**config.mk**
```make
export PLATFORM = sky130hd
export DESIGN_NAME = mips_io_port_responder
export DESIGN_NICKNAME = d
export VERILOG_FILES = /design/src/rtl/mips_io_port_responder.sv
export SDC_FILE = /design/constraint.sdc
export NUM_CORES = 1
export LEC_CHECK = 0
export ABC_CLOCK_PERIOD_IN_PS = 7530
export CORE_MARGIN = 2
export CORE_UTILIZATION = 37
export CTS_CLUSTER_DIAMETER = 150
export DETAILED_ROUTE_END_ITERATION = 16
export PLACE_DENSITY_LB_ADDON = 0.25
export SYNTH_ARGS = -nofsm -noshare
export SYNTH_HDL_FRONTEND = slang
export SYNTH_SLANG_ARGS = --single-unit
```
**constraint.sdc**
```tcl
create_clock -name clk -period 7.53 [get_ports clk]
set_clock_uncertainty 0.1 [all_clocks]
set_input_delay 2.259 -clock clk [delete_from_list [all_inputs] [get_ports clk]]
set_output_delay 2.259 -clock clk [all_outputs]
set_load 0.01 [all_outputs]
```
**src/rtl/mips_io_port_responder.sv**
```systemverilog
// Memory-mapped I/O responder for the MIPS MEM stage: PortOut, synchronized PortIn,
// sticky status (W1C) and a free-running timer inside a 16-byte window.
module mips_io_port_responder #(
   parameter int               NBits   = 32,
   parameter logic [NBits-1:0] IO_BASE = 32'h1001_0100
) (
   input  logic             clk,
   input  logic             reset,
   input  logic             MemWrite,
   input  logic             MemRead,
   input  logic [NBits-1:0] Address,
   input  logic [NBits-1:0] WriteData,
   input  logic [7:0]       PortIn,
   output logic [NBits-1:0] ReadData,
   output logic             Hit,
   output logic [NBits-1:0] PortOut,
   output logic             InChanged
);

   localparam logic [1:0] SEL_PORT_OUT = 2'd0;
   localparam logic [1:0] SEL_PORT_IN  = 2'd1;
   localparam logic [1:0] SEL_STATUS   = 2'd2;
   localparam logic [1:0] SEL_TIMER    = 2'd3;

   logic [NBits-1:0] r_port_out;
   logic [NBits-1:0] r_timer;
   logic [1:0]       r_status;
   logic [7:0]       r_sync1, r_sync2, r_sync3;

   logic             w_win;
   logic [1:0]       w_sel;
   logic             w_wr;
   logic             w_wr_status;
   logic             w_wr_timer;
   logic             w_in_evt;
   logic             w_tmr_wrap;
   logic [1:0]       w_status_clr;
   logic [1:0]       w_status_next;
   logic [NBits-1:0] w_timer_next;
   logic             w_unused;

   // Byte lane bits are deliberately ignored: any alignment maps to the word register.
   assign w_unused = ^Address[1:0];

   assign w_win       = (Address[NBits-1:4] == IO_BASE[NBits-1:4]);
   assign w_sel       = Address[3:2];
   assign w_wr        = w_win & MemWrite;
   assign w_wr_status = w_wr & (w_sel == SEL_STATUS);
   assign w_wr_timer  = w_wr & (w_sel == SEL_TIMER);
   assign Hit         = w_win & (MemRead | MemWrite);

   assign w_in_evt = (r_sync2 != r_sync3);

   // Only the increment path can wrap; a store of all-ones must not flag it.
   assign w_tmr_wrap   = ~w_wr_timer & (&r_timer);
   assign w_timer_next = w_wr_timer ? WriteData : r_timer + 1'b1;

   assign w_status_clr  = w_wr_status ? WriteData[1:0] : 2'b00;
   assign w_status_next = (r_status & ~w_status_clr) | {w_tmr_wrap, w_in_evt};

   always_ff @(posedge clk or negedge reset) begin
      if (!reset) begin
         r_port_out <= '0;
         r_timer    <= '0;
         r_status   <= '0;
         r_sync1    <= '0;
         r_sync2    <= '0;
         r_sync3    <= '0;
      end else begin
         r_sync1  <= PortIn;
         r_sync2  <= r_sync1;
         r_sync3  <= r_sync2;
         r_timer  <= w_timer_next;
         r_status <= w_status_next;
         if (w_wr && (w_sel == SEL_PORT_OUT)) begin
            r_port_out <= WriteData;
         end
      end
   end

   always_comb begin
      ReadData = '0;
      if (w_win && MemRead) begin
         unique case (w_sel)
            SEL_PORT_OUT: ReadData = r_port_out;
            SEL_PORT_IN:  ReadData = {{(NBits-8){1'b0}}, r_sync2};
            SEL_STATUS:   ReadData = {{(NBits-2){1'b0}}, r_status};
            SEL_TIMER:    ReadData = r_timer;
            default:      ReadData = '0;
         endcase
      end
   end

   assign PortOut   = r_port_out;
   assign InChanged = r_status[0];

endmodule

```
Word-level counts from Yosys, hierarchy flattened
Index checks and enable logic that the tools add are counted.
{ "totals": {"register_bits": 90, "out_inout_bits": 66, "word_cells": 30} }
{ "op_classes": {"addsub": 1, "n_eq_ne": 5, "mux": 4, "n_bitwise": 10, "n_reduce_logical": 4} }
{ "ops": {"columns": ["cell", "count"], "rows": [
  ["$pmux W32 S4", 1],
  ["$mux W32", 2],
  ["$add A32 B1 Y32 const B", 1],
  ["$reduce_and A32 Y1", 1],
  ["$eq A28 B25 Y1 const B", 1],
  ["$ne A8 B8 Y1", 1],
  ["$and A1 B1 Y1", 5],
  ["$eq A2 B2 Y1 const B", 2],
  ["$and A2 B2 Y2", 1],
  ["$eq A2 B1 Y1 const B", 1],
  ["$logic_and A1 B1 Y1", 2],
  ["$logic_not A2 Y1", 1],
  ["$mux W2", 1],
  ["$not A2 Y2", 1],
  ["$or A2 B2 Y2", 1],
  ["$not A1 Y1", 1],
  ["$or A1 B1 Y1", 1]
]} }

Depth between registers and ports, before layout
Gate-level depths: netlist (run 1).
{ "depth": {"ltp_word": 7, "ltp_mapped": 7, "depth_no_buf": 6} }

Worst setup path before layout (run 1)
Ideal clock, no wire load.
{ "synth_path": {"path_kind": "input to output", "start": "input Address[23]", "end": "output ReadData[10]", "arrival_time_ns": 3.699, "slack_ns": 1.472, "path_stages": 6, "path_buffers": 1, "path_cell_list": "or4_4 -> nor3_4 -> and2_1 -> nand2_1 -> clkbuf_1 -> nor2_1"} }
{ "synth_between": {"elab_chain_len": 3} }
{ "synth_rtl": {"columns": ["item", "line_no", "text"], "rows": [
  ["from (decl)", "11", "input logic [NBits-1:0] Address,"],
  ["$eq A28 B25 Y1", "45", "assign w_win = (Address[NBits-1:4] == IO_BASE[NBits-1:4]);"],
  ["$logic_and A1 B1 Y1", "83", "if (w_win && MemRead) begin"],
  ["$mux W32", "83", null],
  ["to (decl)", "14", "output logic [NBits-1:0] ReadData,"]
]} }
No other way between the ends.

Final worst setup path (run 1)
{ "layout_path": {"start": "input Address[22]", "end": "output ReadData[31]"} }
Same word-level chain as after synthesis.

==> metrics.md, run 1 <==
| Metric | Value |
|---|---|
| Outcome | completed |
| Worst setup SP type | input pin |
| Crit-path leading delay family | simple AND/OR/NAND/NOR gates |
| Later-pin clock latency in the skew report | 0.33 ns |
| Number of H-tree levels | 3 |
| Peak supply drop | 0.140 mV |
| Fin crit period | ~7.1 ns |
| Number of synthesized flops with an enable pin | 0 |
| Post-synthesis sequential area ratio | 0.515 |
| Ant diodes | 0 |
| Crit-path slowest cell | or4_4 |
| Post-Syn Nets | 480 |
| Most common cell after layout, fill and taps aside | clkdlybuf4s50_1 |
| Post-CTS sizing | 0 |
| Global placer's final weighted congestion | just over 0.8 |
| Setup WS pre-CTS | 0.472 ns |
| Initial DRC count | 168 |
| Hold Path Class | reg2reg |
| Row count | 39 |
| Layout Nets | 616 |
| Fin Setup TNS | 0 ns |
| Die area | 12700 µm² |
| Fin. Hold Viols | 0 |
| CP Buf/Inv Count | 3 |
| Fmax | 142 MHz |
| Worst EP required | approximately 5.2 ns |
| Worst Tran Pin Value | approximately 0.87 ns |
| Post-CTS Setup Bufs | 0 |
| Root Buffer | clkbuf_16 |
| CTS tree | built |
| Rel. slew slack | 0.414 |
| First-pass GRT wire length | roughly 19000 µm |
| Post-CTS Hold Fix Bufs | 0 |
| Ys Warns | 0 |
| GRT overflow | 0 |
| Max Cap Violations | 0 |
| Worst path cell trace | clkdlybuf4s50_1 > or4_4 > nor3_4 > and2_1 > nand2_1 > buf_4 > nor2_1 > clkdlybuf4s50_1 |
| Layout cells sized above 1 | 0.0717 |
| Unique masters post-synth | 35 |
| Antenna violations before repair | 0 |
| Gr usage total | 0.185 |
| Most common cell on crit path | clkdlybuf4s50_1 |
| # DRC | 0 |
| Slew Viols, Final | 0 |
| Clk buf depth | 2 |
| Ys flop type | dfrtp_1 |
| Post-Route WL | 11300 µm |
| IO Pins | between 100 and 150 |
| Max incr delay on CP | 0.55 ns |
| Mapped Area | 4370 µm² |
| Vias in the first global route | 3752 |
| Synthesized area per cell | between 10 and 15 µm² |
| RSZ-0062 raised after global routing | no |
| Post-route clock period utilization | 0.937 |
| Area growth, synth to finish | 41.7% |
| Commonest non-fill, non-tap cells in the layout | 138 x clkdlybuf4s50_1, 90 x dfrtp_1, 53 x nor2_1, 33 x mux2_1, 30 x a22oi_1 |
| Antenna violation net count after detailed routing | 0 |
| Reg2reg setup slack | 5.32 ns |
| Setup ws final | between 0.4 and 0.5 ns |
| # port buffers | roughly 140 |
| CP Class | in2out |
| Worst-path fanout max | 17 |
| Post-DR wirelength/cell | 16.5 µm |
| Crit path capture type | output pin |
| Sink Count | 90 |
| Reg clk slew, reported paths | 0.06 ns |
| Hpwl dp | roughly 8100 µm |
| Largest net degree at the start of global routing | 53 |
| Post-synthesis async set-or-reset flop share | 1.00 |
| Power Total | 1.02 mW |
| Final setup viols | 0 |
| Core ar. | 11500 µm² |
| Pwr Density | between 150 and 200 nW/µm² |
| Gate Count Post-Synth | 403 |
| CTS Buf Count | 9 |
| Initial Util | 0.381 |
| Die width | approximately 110 µm |
| Leak Pwr | 2.49 nW |
| Final Core Density | 0.540 |
| Routed vias | roughly 3.6k |
| Pre-antenna DRT Iters | 4 |
| Number of synthesized register bits | 90 |
| Arrival @ worst endpoint | ~4.7 ns |
| Die Y | 113 µm |
| DR vias/cell | 5.20 |
| Fillcell total | 1032 |
[cell usage after synthesis (2+ instances only)]
master / count / area share
a21oi_1: 20 / 0.023
nor2_1: 54 / 0.046
and4_1: 4 / 0.0080
mux2_1: 33 / 0.085
dfrtp_1: 90 / 0.52
nor3_1: 2 / 0.0023
o21ai_1: 4 / 0.0046
and2_1: 6 / 0.0086
xnor2_1: 10 / 0.020
a22oi_1: 30 / 0.052
buf_2: 4 / 0.0046
nor4b_1: 3 / 0.0060
or4_4: 2 / 0.0052
o21ai_0: 8 / 0.0092
mux2_2: 6 / 0.015
nor4_1: 9 / 0.013
xor2_1: 28 / 0.056
nand2_1: 25 / 0.021
and3_1: 8 / 0.011
buf_6: 3 / 0.0077
clkbuf_1: 16 / 0.014
mux4_2: 2 / 0.010
nand4_1: 14 / 0.020
nand3_1: 11 / 0.013
[routing by layer]
layer,vias to the layer above,part of all wire,global-route usage
met5,-,0,0
met3,10,0.071,0.0475
met1,1716,0.46,0.251
met4,0,0.0098,0.0577
li1,1712,-,-
met2,133,0.46,0.292
[cells by family (layout without fill, tap and decap cells)]
group / Yosys count / after routing / share of synthesized area
flip-flops: 90 / 90 / 0.515
buffers and inverters: 24 / 165 / 0.0269
adder cells (fa/ha/maj): 1 / 1 / 0.00286
multiplexers: 41 / 41 / 0.111
AO/OA/AOI/OAI: 64 / 64 / 0.0916
XOR/XNOR: 38 / 38 / 0.0762
AND/OR/NAND/NOR: 145 / 145 / 0.176
[flip-flops by register name, indices dropped and copies added (netlist names)]
signal and cells:
r_status 2, r_timer 32, PortOut 32, r_sync3 8, r_sync2 8, r_sync1 8
[final cells by class]
class                      count  area, µm²  share of cell area
sequential                    90       2250               0.364
inverter                       1       3.75            0.000606
timing repair buffer         148       1460               0.235
multi-input combinational    289       2000               0.323
clock buffer                  12        246              0.0398
tap                          143        179              0.0289
clock inverter                 4       51.3             0.00829
[worst reg2reg max path, cell delays in order, from the launching register on]
cell and delay, ns:
dfrtp_1 0.39, ha_1 0.22, nand2_1 0.09, nor4_2 0.79, nand4_1 0.21, xor2_1 0.19, o21ai_0 0.14
[power by group]
group	switching, mW	internal [mW]
logic	0.0320	0.0462
clock network	0.182	0.267
registers	0.00361	0.490
[worst paths after layout]
path	to	startpoint	cells after the start
worst max-delay path	ReadData[31]	Address[22]	8
worst min-delay path	r_sync2[1]$_DFF_PN0_	r_sync1[1]$_DFF_PN0_	0
worst max register to register	r_timer[30]$_DFF_PN0_	r_timer[0]$_DFF_PN0_	6
worst min register to register	r_sync2[1]$_DFF_PN0_	r_sync1[1]$_DFF_PN0_	0
max in group asynchronous	r_sync3[4]$_DFF_PN0_	reset	2
min in group asynchronous	PortOut[28]$_DFFE_PN0P_	reset	1
[metrics by stage]
step / instances / area [µm²] / hold slack (ns)
after global routing: 687 / 6190 / 0.259
after CTS: 687 / 6190 / 0.252
after detailed placement: 671 / 5890 / 0.237
final: 687 / 6190 / 0.250
after floorplan: 403 / 4370 / 0.231
after global placement: 671 / 5890 / 0.235
Note: power is estimated with default switching activity, not from simulation.
==> run 2: changes to the inputs <==
--- a/config.mk
+++ b/config.mk
@@ -5,7 +5,7 @@
 export SDC_FILE = /design/constraint.sdc
 export NUM_CORES = 1
 export LEC_CHECK = 0
-export ABC_CLOCK_PERIOD_IN_PS = 7530
+export ABC_CLOCK_PERIOD_IN_PS = 6700
 export CORE_MARGIN = 2
 export CORE_UTILIZATION = 37
 export CTS_CLUSTER_DIAMETER = 150
==> constraint.sdc (replaced) <==
create_clock -name clk -period 6.7 [get_ports clk]
set_clock_uncertainty 0.1 [all_clocks]
set_input_delay 2.01 -clock clk [delete_from_list [all_inputs] [get_ports clk]]
set_output_delay 2.01 -clock clk [all_outputs]
set_load 0.01 [all_outputs]
==> run 2 against run 1 <==
Compared with the run above: wire length decreased by 0.88%; via count grew 0.78%; core utilization down 0.13 points; critical path depth is the same; die area unchanged; critical endpoint is now ReadData[21]; highest routed layer unchanged.
==> metrics.md, run 2 (synthesized netlist as in run 1, its figures left out) <==
| Metric | Value |
|---|---|
| Outcome | completed |
| Pwr Density | approximately 180 nW/µm² |
| Global placer's final weighted congestion | 0.823 |
| Slew Viols, Final | 0 |
| CP Class | in2out |
| Pre-antenna DRT Iters | 4 |
| Later-pin clock latency in the skew report | about 0.33 ns |
| Number of H-tree levels | 3 |
| Max Cap Violations | 0 |
| Crit path capture type | output pin |
| Most common cell after layout, fill and taps aside | clkdlybuf4s50_1 |
| Post-CTS Setup Bufs | 0 |
| Final setup viols | 0 |
| Post-DR wirelength/cell | between 15 and 20 µm |
| Antenna violation net count after detailed routing | 0 |
| GRT overflow | 0 |
| Setup WS pre-CTS | about 0.11 ns |
| Root Buffer | clkbuf_16 |
| Fin Setup TNS | 0 ns |
| Row count | 39 |
| Commonest non-fill, non-tap cells in the layout | 138 x clkdlybuf4s50_1, 90 x dfrtp_1, 53 x nor2_1, 33 x mux2_1, 30 x a22oi_1 |
| Sink Count | 90 |
| Gr usage total | 0.183 |
| Layout Nets | just over 600 |
| Initial Util | 0.381 |
| Peak supply drop | 0.101 mV |
| Initial DRC count | 210 |
| CTS Buf Count | 9 |
| Ant diodes | 0 |
| Post-route clock period utilization | 0.979 |
| Die width | 113 µm |
| Vias in the first global route | 3722 |
| Fin. Hold Viols | 0 |
| Fin crit period | 6.56 ns |
| Reg clk slew, reported paths | 0.06 ns |
| Worst-path fanout max | 17 |
| DR vias/cell | between 5 and 6 |
| Antenna violations before repair | 0 |
| Post-Route WL | ~11000 µm |
| CTS tree | built |
| Worst Tran Pin Value | 0.853 ns |
| RSZ-0062 raised after global routing | no |
| First-pass GRT wire length | 18500 µm |
| Hold depth | 0 |
| IO Pins | 142 |
| Core ar. | 11500 µm² |
| Routed vias | 3599 |
| Worst r2r path cells | 6 |
| Area growth, synth to finish | 41.4% |
| Hpwl dp | 8120 µm |
| Setup ws final | roughly 0.14 ns |
| Rel. slew slack | 0.427 |
| # DRC | 0 |
| Hold Path Class | reg2reg |
| Die area | 12700 µm² |
| Clk buf depth | 2 |
| Worst setup SP type | input pin |
| Largest net degree at the start of global routing | 55 |
| Layout cells sized above 1 | 0.0735 |
| Leak Pwr | between 2 and 2.5 nW |
| Post-CTS sizing | 0 |
| Reg2reg setup slack | about 4.5 ns |
| # port buffers | 139 |
| Die Y | 113 µm |
| Worst EP required | 4.59 ns |
| Post-CTS Hold Fix Bufs | 0 |
| Arrival @ worst endpoint | 4.45 ns |
| Fmax | 152 MHz |
## run 2: critical path: stages
cell and delay [ns]:
clkdlybuf4s50_1 0.42, or4_4 0.55, nor3_4 0.25, and2_1 0.23, nand2_1 0.11, buf_4 0.21
nor2_1 0.13, clkdlybuf4s50_1 0.55
## run 2: routing by layer
layer,up-vias,wire (µm),share of wire,global-route usage
met3,12,806,0.072,0.0405
li1,1716,-,-,-
met2,134,5180,0.46,0.283
met5,-,0,0,0
met1,1737,5090,0.45,0.249
met4,0,153,0.014,0.0740
## run 2: report_power, final
part / switching, mW / leakage, nW / internal [mW]
combinational: 0.0359 / 1.30 / 0.0519
sequential: 0.00428 / 1.05 / 0.551
clock: 0.202 / 0.139 / 0.271
## run 2: through the flow
stage | hold WS (ns) | power (mW) | util | instance area [µm²] | instances
2_1_floorplan | 0.231 | 0.587 | - | 4370 | 403
3_3_place_gp | 0.235 | 0.653 | 0.514 | 5890 | 671
3_5_place_dp | 0.235 | 0.654 | 0.514 | 5890 | 671
4_1_cts | 0.248 | 1.13 | 0.539 | 6180 | 687
5_1_grt | 0.257 | 1.16 | 0.539 | 6180 | 687
6_report | 0.247 | 1.12 | 0.539 | 6180 | 687
## run 2: final timing paths
| kind | to | startpoint |
|---|---|---|
| worst max-delay path | ReadData[21] | Address[22] |
| worst min-delay path | r_sync2[2]$_DFF_PN0_ | r_sync1[2]$_DFF_PN0_ |
| worst max register to register | r_timer[30]$_DFF_PN0_ | r_timer[0]$_DFF_PN0_ |
| worst min register to register | r_sync2[2]$_DFF_PN0_ | r_sync1[2]$_DFF_PN0_ |
| max in group asynchronous | r_sync2[7]$_DFF_PN0_ | reset |
| min in group asynchronous | PortOut[23]$_DFFE_PN0P_ | reset |
## run 2: final cells by class
cell class              count  area [µm²]
repair buffers            148        1460
fillers                   997        5290
clock buffers              12         256
well taps                 143         179
flip-flops and latches     90        2250
inverters                   1        3.75
clock inverters             4        26.3
multi-input cells         289        2000
==> run 3: changes to the inputs <==
--- a/config.mk
+++ b/config.mk
@@ -7,7 +7,7 @@
 export LEC_CHECK = 0
 export ABC_CLOCK_PERIOD_IN_PS = 6700
 export CORE_MARGIN = 2
-export CORE_UTILIZATION = 37
+export CORE_UTILIZATION = 35
 export CTS_CLUSTER_DIAMETER = 150
 export DETAILED_ROUTE_END_ITERATION = 16
 export PLACE_DENSITY_LB_ADDON = 0.25
==> run 3 against run 2 <==
Compared with the run above: first-iteration DRC count shrank 29%; non-clock buffer count unchanged; clock power shrank 3%; global-route usage is 0.57 points lower; clock-buffer cell count shrank 1; cell count rose by 3.6%; maximum frequency up 0.79%; critical path depth is the same; sequential power about the same; worst hold slack improved by 0.00097 ns; critical path type unchanged; critical endpoint is now ReadData[18]; largest power group unchanged.
==> metrics.md, run 3 (synthesized netlist as in run 1, its figures left out) <==
| Metric | Value |
|---|---|
| Outcome | completed |
| Gr usage total | 0.177 |
| Pwr Density | 178 nW/µm² |
| Antenna violation net count after detailed routing | 0 |
| IO Pins | 142 |
| Worst setup SP type | input pin |
| Initial DRC count | between 100 and 150 |
| Pre-antenna DRT Iters | 4 |
| Die width | 116 µm |
| Slew Viols, Final | 0 |
| Post-route clock period utilization | 0.972 |
| Power share of the clock group | 0.416 |
| Later-pin clock latency in the skew report | 0.34 ns |
| Antenna violations before repair | 0 |
| Hpwl dp | ~8300 µm |
| First-pass GRT wire length | 18400 µm |
| Worst EP required | 4.59 ns |
| Placed insts | 696 |
| Max Cap Violations | 0 |
| Sw Share | 0.226 |
| Comb pwr share | 0.081 |
| Commonest non-fill, non-tap cells in the layout | 138 x clkdlybuf4s50_1, 90 x dfrtp_1, 53 x nor2_1, 33 x mux2_1, 30 x a22oi_1 |
| Vias in the first global route | 3656 |
| Most common cell after layout, fill and taps aside | clkdlybuf4s50_1 |
| Fin cells | 712 |
| Number of H-tree levels | 3 |
| Leak Pwr | roughly 2.5 nW |
| Rel. slew slack | 0.433 |
| Layout Nets | ~620 |
| Reg clk slew, reported paths | about 0.060 ns |
| Largest net degree at the start of global routing | 52 |
| Fin crit period | 6.51 ns |
| RSZ-0062 raised after global routing | no |
| Fin area | 6200 µm² |
| Die area | 13400 µm² |
| Reg power frac | 0.503 |
| Fin Setup TNS | 0 ns |
| Core ar. | 12100 µm² |
| Global placer's final weighted congestion | 0.792 |
| Initial Util | 0.361 |
| Arrival @ worst endpoint | 4.40 ns |
| CTS tree | built |
| Sink Count | 90 |
| Fillcell total | 1168 |
| Net Sw Power | 0.249 mW |
| Ant diodes | 0 |
| Worst Tran Pin Value | 0.844 ns |
| Post-DR wirelength/cell | 16.0 µm |
| Root Buffer | clkbuf_16 |
| # DRC | 0 |
| Die Y | 116 µm |
| Layout cells sized above 1 | 0.0735 |
| Fmax | ~150 MHz |
| # port buffers | 139 |
| Post-Route WL | 11400 µm |
| Routed vias | 3571 |
| Hold Path Class | reg2reg |
| DR vias/cell | 5.02 |
| Post-CTS Hold Fix Bufs | 0 |
| Peak supply drop | 0.0906 mV |
| CP Class | in2out |
| Area growth, synth to finish | 42.0% |
| Clk buf depth | 2 |
| Worst-path fanout max | 18 |
| CTS Buf Count | 9 |
| Final setup viols | 0 |
| GRT overflow | 0 |
| Crit path capture type | output pin |
| Row count | 40 |
| Placement Cell Area | 5940 µm² |
| Fin. Hold Viols | 0 |
| Int Pwr | ~0.85 mW |
[run 3: worst max-delay path: stages]
cell	delay, ns
clkdlybuf4s50_1	0.42
or4_4	0.54
nor3_4	0.26
and2_4	0.20
nand2_1	0.09
buf_4	0.22
nor2_1	0.12
clkdlybuf4s50_1	0.55
[run 3: layout make-up]
cell class / count / area, µm² / area share
clock inverter: 5 / 31.3 / 0.00504
tap: 168 / 210 / 0.0339
clock buffer: 11 / 233 / 0.0375
multi-input combinational: 289 / 2000 / 0.323
timing repair buffer: 148 / 1470 / 0.237
sequential: 90 / 2250 / 0.363
inverter: 1 / 3.75 / 0.000605
[run 3: per-stage QoR]
stage / hold slack (ns) / total power [mW] / setup WS (ns) / utilization
after global placement: 0.235 / 0.654 / 0.131 / 0.490
after global routing: 0.253 / 1.15 / 0.0245 / 0.512
after floorplan: 0.231 / 0.587 / 1.14 / -
after detailed placement: 0.238 / 0.655 / 0.120 / 0.490
after CTS: 0.252 / 1.12 / 0.111 / 0.512
final: 0.248 / 1.10 / 0.190 / 0.512
[run 3: worst paths after layout]
| kind | start | to | slack (ns) | cells after the start |
|---|---|---|---|---|
| worst max-delay path | Address[22] | ReadData[18] | 0.19 | 8 |
| worst min-delay path | r_sync1[3]$_DFF_PN0_ | r_sync2[3]$_DFF_PN0_ | 0.25 | 0 |
| worst max register to register | r_timer[0]$_DFF_PN0_ | r_timer[30]$_DFF_PN0_ | 4.49 | 6 |
| worst min register to register | r_sync1[3]$_DFF_PN0_ | r_sync2[3]$_DFF_PN0_ | 0.25 | 0 |
| max in group asynchronous | reset | PortOut[24]$_DFFE_PN0P_ | 3.91 | 2 |
| min in group asynchronous | reset | r_sync1[7]$_DFF_PN0_ | 1.56 | 1 |
[run 3: routing by layer]
metal  track usage  part of all wire  vias to the layer above
li1              -                 -                     1716
met1         0.244              0.46                     1727
met2         0.279              0.46                      114
met3        0.0350             0.067                       14
met4        0.0651             0.017                        0
met5             0                 0                        -
[run 3: repair_timing]
item                                   CTS  global route
resized for setup                        0             1
setup buffers                            0             0
setup endpoints to repair                0             9
endpoints found under the hold margin    0             0
[run 3: power by group through the flow]
stage	sequential (mW)	combinational [mW]	clock, mW
2_1_floorplan	0.564	0.0227	0
3_3_place_gp	0.565	0.0894	0
3_5_place_dp	0.565	0.0902	0
4_1_cts	0.555	0.0909	0.471
5_1_grt	0.555	0.0974	0.494
6_report	0.555	0.0893	0.458
